## config.mk

```make
export PLATFORM = sky130hd
export DESIGN_NAME = tx_frame_seq
export DESIGN_NICKNAME = d
export VERILOG_FILES = /design/src/rtl/tx_frame_seq.sv
export SDC_FILE = /design/constraint.sdc
export NUM_CORES = 1
export LEC_CHECK = 0
export BUFFER_PORTS_ARGS = -buffer_cell sky130_fd_sc_hd__buf_2
export CORE_ASPECT_RATIO = 1.2
export CORE_MARGIN = 4
export CORE_UTILIZATION = 52
export CTS_BUF_LIST = sky130_fd_sc_hd__clkbuf_4 sky130_fd_sc_hd__clkbuf_8
export DETAILED_ROUTE_END_ITERATION = 10
export PLACE_DENSITY = 0.79
export SLEW_MARGIN = 25
export SYNTH_ARGS = -nofsm -noshare
export SYNTH_HDL_FRONTEND = slang
export SYNTH_SLANG_ARGS = --single-unit
```

## constraint.sdc

```tcl
create_clock -name clk -period 2.1 [get_ports clk]
set_clock_uncertainty 0.05 [all_clocks]
set_input_delay 0.105 -clock clk [delete_from_list [all_inputs] [get_ports clk]]
set_output_delay 0.105 -clock clk [all_outputs]
set_load 0.05 [all_outputs]
```

## src/rtl/tx_frame_seq.sv

```systemverilog
// Frame sequencer for the OFDM TX bit source: loads the SIGNAL generator, forwards
// its bits, triggers the payload generator, forwards 8*len payload bits, then clears both.
// The serial output is named do_bit because "do" is a SystemVerilog keyword.
module tx_frame_seq #(
    parameter int SIG_BITS = 24,
    parameter int LEN_W    = 16,
    parameter int MAX_LEN  = 4095,
    parameter int TIMEOUT  = 1023
) (
    input  logic             clk,
    input  logic             rst,
    input  logic             start,
    input  logic [LEN_W-1:0] len,
    input  logic [3:0]       rate,
    output logic [LEN_W-1:0] ssg_di_len,
    output logic [3:0]       ssg_di_type,
    output logic             ssg_di_vld,
    input  logic             ssg_do,
    input  logic             ssg_do_vld,
    output logic             pld_rd_en,
    input  logic             pld_do,
    input  logic             pld_do_vld,
    output logic             done_rst,
    output logic             do_bit,
    output logic             do_vld,
    output logic             do_sig,
    output logic             busy,
    output logic             frame_done,
    output logic             err_len,
    output logic             err_timeout
);

    localparam int CNT_W = LEN_W + 3;
    localparam int GAP_W = $clog2(TIMEOUT + 1);

    typedef enum logic [2:0] {
        IDLE   = 3'd0,
        SIG_LD = 3'd1,
        SIG    = 3'd2,
        PLD_LD = 3'd3,
        PLD    = 3'd4,
        DONE   = 3'd5
    } state_t;

    state_t             state, state_d;
    logic [CNT_W-1:0]   cnt, cnt_d;
    logic [GAP_W-1:0]   gap, gap_d;
    logic               aborted, aborted_d;
    logic [LEN_W-1:0]   lat_len_d;
    logic [3:0]         lat_type_d;
    logic               do_bit_d, do_vld_d, do_sig_d;
    logic               err_len_d, err_timeout_d;
    logic               len_ok;
    logic [CNT_W-1:0]   pld_last;

    assign len_ok   = (len != '0) && (len <= LEN_W'(MAX_LEN));
    // Index of the final payload bit: 8*len - 1, using the latched length.
    assign pld_last = {ssg_di_len, 3'b000} - CNT_W'(1);

    // NOTE: every signal written here gets a default first, so no path leaves
    // one unassigned and no latch is inferred.
    always_comb begin
        state_d       = state;
        cnt_d         = cnt;
        gap_d         = gap;
        aborted_d     = aborted;
        lat_len_d     = ssg_di_len;
        lat_type_d    = ssg_di_type;
        do_bit_d      = do_bit;
        do_sig_d      = do_sig;
        do_vld_d      = 1'b0;
        err_len_d     = 1'b0;
        err_timeout_d = 1'b0;

        unique case (state)
            IDLE: begin
                if (start) begin
                    if (len_ok) begin
                        lat_len_d  = len;
                        lat_type_d = rate;
                        aborted_d  = 1'b0;
                        state_d    = SIG_LD;
                    end else begin
                        err_len_d = 1'b1;
                    end
                end
            end

            SIG_LD: begin
                cnt_d   = '0;
                gap_d   = '0;
                state_d = SIG;
            end

            SIG: begin
                if (ssg_do_vld) begin
                    do_bit_d = ssg_do;
                    do_sig_d = 1'b1;
                    do_vld_d = 1'b1;
                    gap_d    = '0;
                    cnt_d    = cnt + 1'b1;
                    if (cnt == CNT_W'(SIG_BITS - 1)) begin
                        state_d = PLD_LD;
                    end
                end else if (gap == GAP_W'(TIMEOUT - 1)) begin
                    err_timeout_d = 1'b1;
                    aborted_d     = 1'b1;
                    state_d       = DONE;
                end else begin
                    gap_d = gap + 1'b1;
                end
            end

            PLD_LD: begin
                cnt_d   = '0;
                gap_d   = '0;
                state_d = PLD;
            end

            PLD: begin
                if (pld_do_vld) begin
                    do_bit_d = pld_do;
                    do_sig_d = 1'b0;
                    do_vld_d = 1'b1;
                    gap_d    = '0;
                    cnt_d    = cnt + 1'b1;
                    if (cnt == pld_last) begin
                        state_d = DONE;
                    end
                end else if (gap == GAP_W'(TIMEOUT - 1)) begin
                    err_timeout_d = 1'b1;
                    aborted_d     = 1'b1;
                    state_d       = DONE;
                end else begin
                    gap_d = gap + 1'b1;
                end
            end

            DONE: begin
                state_d = IDLE;
            end

            default: begin
                state_d = IDLE;
            end
        endcase
    end

    // NOTE: sequential state uses non-blocking assignments so every register
    // samples the pre-edge values regardless of statement order.
    always_ff @(posedge clk) begin
        if (rst) begin
            state       <= IDLE;
            cnt         <= '0;
            gap         <= '0;
            aborted     <= 1'b0;
            ssg_di_len  <= '0;
            ssg_di_type <= '0;
            ssg_di_vld  <= 1'b0;
            pld_rd_en   <= 1'b0;
            done_rst    <= 1'b0;
            do_bit      <= 1'b0;
            do_vld      <= 1'b0;
            do_sig      <= 1'b0;
            busy        <= 1'b0;
            frame_done  <= 1'b0;
            err_len     <= 1'b0;
            err_timeout <= 1'b0;
        end else begin
            state       <= state_d;
            cnt         <= cnt_d;
            gap         <= gap_d;
            aborted     <= aborted_d;
            ssg_di_len  <= lat_len_d;
            ssg_di_type <= lat_type_d;
            // Strobes are registered from the next state so they line up with it.
            ssg_di_vld  <= (state_d == SIG_LD);
            pld_rd_en   <= (state_d == PLD_LD);
            done_rst    <= (state_d == DONE);
            frame_done  <= (state_d == DONE) && !aborted_d;
            busy        <= (state_d != IDLE);
            do_bit      <= do_bit_d;
            do_vld      <= do_vld_d;
            do_sig      <= do_sig_d;
            err_len     <= err_len_d;
            err_timeout <= err_timeout_d;
        end
    end

endmodule

```

==> summary.txt <==
Placement
  – Area after DPL: 0.00371 mm2
  – I/O Buffers: 56
  – Final Wtd Congestion: 0.900
  – Dpl hpwl: 6050 um

GRT
  – Grt peak-use layer: met2
  – Vias in the first global route: 3,361
  – Initial antenna violation count: 0
  – GRT overflow: 0
  – Largest net degree at the start of global routing: 19
  – Overall routing resource usage: 0.268
  – First-pass GRT wire length: 15,400 um
  – Met2 Resource Use GR: 0.456
  – Met3 Use GR: 0.0584
  – GR Util met1: 0.301

Yosys
  – Yosys cell types: 46
  – Number of synthesized flops with an enable pin: 0
  – Synth Area in XOR/XNOR: 0.124
  – Mapped cell area: 0.00310 mm2
  – Mux cell area share after synthesis: 0.00363
  – Compound-Gate Fraction of Synth Area: 0.112
  – Most used DFF post-synth: dfxtp_1
  – Register area share after synthesis: 0.407
  – Asr flop ratio synth: 0
  – Synthesis-stage register bit count: 63
  – YS warnings: 0
  – Syn Nets: 413
  – Area share of fa/ha/maj cells after synthesis: 0.0161
  – Largest family of logic cells by synthesized area: simple AND/OR/NAND/NOR gates
  – Syn_area_per_cell: 8.12 um2
  – Post-Syn Instances: 382
  – Simple-gate portion of the synthesized area: 0.308

Worst setup path
  – Worst R2R Start: ssg_di_len[0]
  – Crit path DAT: 2.49 ns
  – Critical path fanouts, max: 5
  – R2r endpoint: ssg_di_vld
  – Cells on worst reg2reg path: 6
  – Critical Path Source: ssg_di_len[0]
  – Kind of critical path: register to register
  – Required time at the worst-slack endpoint: 2.33 ns
  – CP Launch Type: register
  – CP endpoint kind: register
  – Setup slack, reg-to-reg: -0.16 ns

STA
  – Final setup vio count: 5
  – Hold Fails Final Rpt: 0
  – Final Critical Period: 2.26 ns
  – Final period utilization: 1.08
  – Max Fclk: 0.443 GHz
  – RSZ-0062 raised after global routing: true
  – Slew HR: 0.639
  – Final TNS setup: -0.706 ns
  – Final WS setup: -0.159 ns
  – Worst slew pin tran: 0.541 ns
  – Worst hold slack: 0.0756 ns
  – Max-slew violations: 0

Floorplanning
  – Number of core rows: 30
  – Die Wd: 78.5 um
  – Core region area: 0.00571 mm2
  – Die Y-Extent: 92.6 um
  – Effective utilization at floorplan: 0.544
  – Num ports: 57
  – Die Area: 0.00727 mm2

Power and ir drop
  – Total power: 2.48 mW
  – Clock power frac: 0.428
  – Switching share of power: 0.246
  – Part of the power in registers: 0.485
  – Leak: 1.74 nW
  – Pint: 1.87 mW
  – Comb pwr share: 0.087
  – Sw power: 0.610 mW
  – Total power density per cell area: 597 mW/mm2
  – Max VDD drop: 0.499 mV

Layout
  – Synthesis-to-finish area growth: 33.8%
  – Nets: 516
  – Final core occ: 0.728
  – N_diodes: 0
  – Share of post-route cells with drive strength above 1: 0.280
  – Final Cell Area: 0.00415 mm2

Hold path
  – Hold Startpoint: rst
  – Hold WC Path Type: input port to register
  – Sink of the worst hold path: do_sig
  – Worst Hold Path Cells: 2

Routing
  – Vias after detailed routing: 3,205
  – Detailed Route Iter0 Violations: 216
  – Drc violations: 0
  – Pre-antenna DRT Iters: 5
  – Wire per inst: 16.1 um
  – DR vias/cell: 5.62
  – Post-Route WL: 9150 um
  – ANT nets after route: 0

Clocking
  – Clock Path Buffers: 2
  – Worst-Skew Late Latency: 0.35 ns
  – Worst-path clk slew: 0.07 ns
  – TritonCTS Buffers: 9
  – H-tree depth: 3
  – Clock root cell: clkbuf_8
  – TritonCTS clock tree: done
  – Clk sinks: 63

Run status
  – Failing checks: negative setup slack
  – Status: finished, violations left

Flow run
  – Max_cap viols: 0
cell type report:
| type | instances | area [um2] |
|---|---|---|
| timing repair buffer | 106 | 704 |
| clock inverter | 6 | 58.8 |
| sequential | 63 | 1280 |
| fill | 443 | 1550 |
| multi-input combinational | 295 | 1830 |
| inverter | 10 | 37.5 |
| clock buffer | 10 | 138 |
| tap | 80 | 100 |
critical path, cell delays in order (launching register included):
cell	delay, ns
dfxtp_4	0.35
or4_4	0.57
or4_4	0.46
o21ai_1	0.10
nand4_1	0.11
o31a_4	0.38
nor3b_2	0.16
state kept, by name (all words and copies together), names as in the netlist, 3 cells and up:
register     cells
gap             10
cnt             19
state            3
ssg_di_type      4
ssg_di_len      16
synth_stat cells, types with 3 or more instances:
cell      instances  share of area
nand2_1          56          0.068
nor3b_1           3         0.0073
dfxtp_1          63           0.41
a21o_1            3         0.0073
nor2_1           40          0.048
nor2b_1           4         0.0081
o21ai_0          11          0.018
nand4_1           7          0.014
and2_1            5          0.010
a22oi_1           3         0.0073
xnor2_1          23          0.065
a21oi_1          28          0.045
nor3_1           15          0.024
or3_1             8          0.016
inv_1            10          0.012
clkbuf_1         12          0.015
xor2_1           21          0.059
nand3_1          15          0.024
nor4_1            8          0.016
nand2b_1          4         0.0081
ha_1              4          0.016
and3_1            8          0.016
per-layer routing:
metal / wire length [um] / vias to the layer above / part of all wire
met5: 0 / - / 0
met2: 4610 / 127 / 0.50
met1: 3640 / 1508 / 0.40
met4: 447 / 0 / 0.049
met3: 450 / 41 / 0.049
li1: - / 1529 / -
what timing repair did:
item	in CTS	in global routing
hold endpoints to repair	17	0
setup buffers	1	0
resized for setup	3	11
gates cloned	0	0
setup endpoints to repair	5	6
hold buffers	18	0
pin swaps	5	2
kinds of logic (layout without fill, tap and decap cells):
logic type | after synthesis | after routing
flops | 63 | 63
buf+inv | 24 | 132
simple gates | 189 | 189
compound gates | 57 | 57
fa+ha+maj | 4 | 4
xor+xnor | 44 | 44
mux | 1 | 1
through the flow:
stage / worst slack [ns] / cells
6_report: -0.159 / 570
5_1_grt: -0.270 / 570
4_1_cts: -0.136 / 570
3_5_place_dp: -0.143 / 535
3_3_place_gp: -0.0745 / 535
2_1_floorplan: -0.116 / 382
layout by cell type, fill, tap and decap left out, types with 3 or more instances in the layout:
| cell type | instances |
|---|---|
| nand4_1 | 7 |
| clkinv_2 | 3 |
| nor2b_1 | 4 |
| and2_1 | 5 |
| nor3_2 | 5 |
| dfxtp_1 | 55 |
| nor4_1 | 8 |
| a21oi_1 | 27 |
| a21o_1 | 3 |
| nor3_1 | 12 |
| and3_1 | 7 |
| nor2_1 | 40 |
| dfxtp_4 | 5 |
| xnor2_1 | 22 |
| dlygate4sd3_1 | 18 |
| clkbuf_8 | 10 |
| nand2_1 | 55 |
| xor2_1 | 21 |
| buf_4 | 31 |
| or3_1 | 7 |
| nand3_1 | 15 |
| dfxtp_2 | 3 |
| buf_2 | 56 |
| nand2b_1 | 3 |
| inv_1 | 10 |
| ha_1 | 3 |
| a22oi_1 | 3 |
| o21ai_0 | 10 |
how the worst max path moves through the flow:
| stage | endpoint |
|---|---|
| floorplan | ssg_di_vld |
| global placement | ssg_di_vld |
| detailed placement | ssg_di_vld |
| CTS | ssg_di_vld |
| global route | ssg_di_vld |
| finish | ssg_di_vld |
power by group through the flow:
stage | combinational, mW | clock, mW | sequential [mW]
6_report | 0.215 | 1.06 | 1.20
2_1_floorplan | 0.0850 | 0 | 1.25
3_5_place_dp | 0.170 | 0 | 1.23
4_1_cts | 0.201 | 1.06 | 1.20
3_3_place_gp | 0.166 | 0 | 1.23
5_1_grt | 0.232 | 1.11 | 1.20
Note: power is estimated with default switching activity, not from simulation.
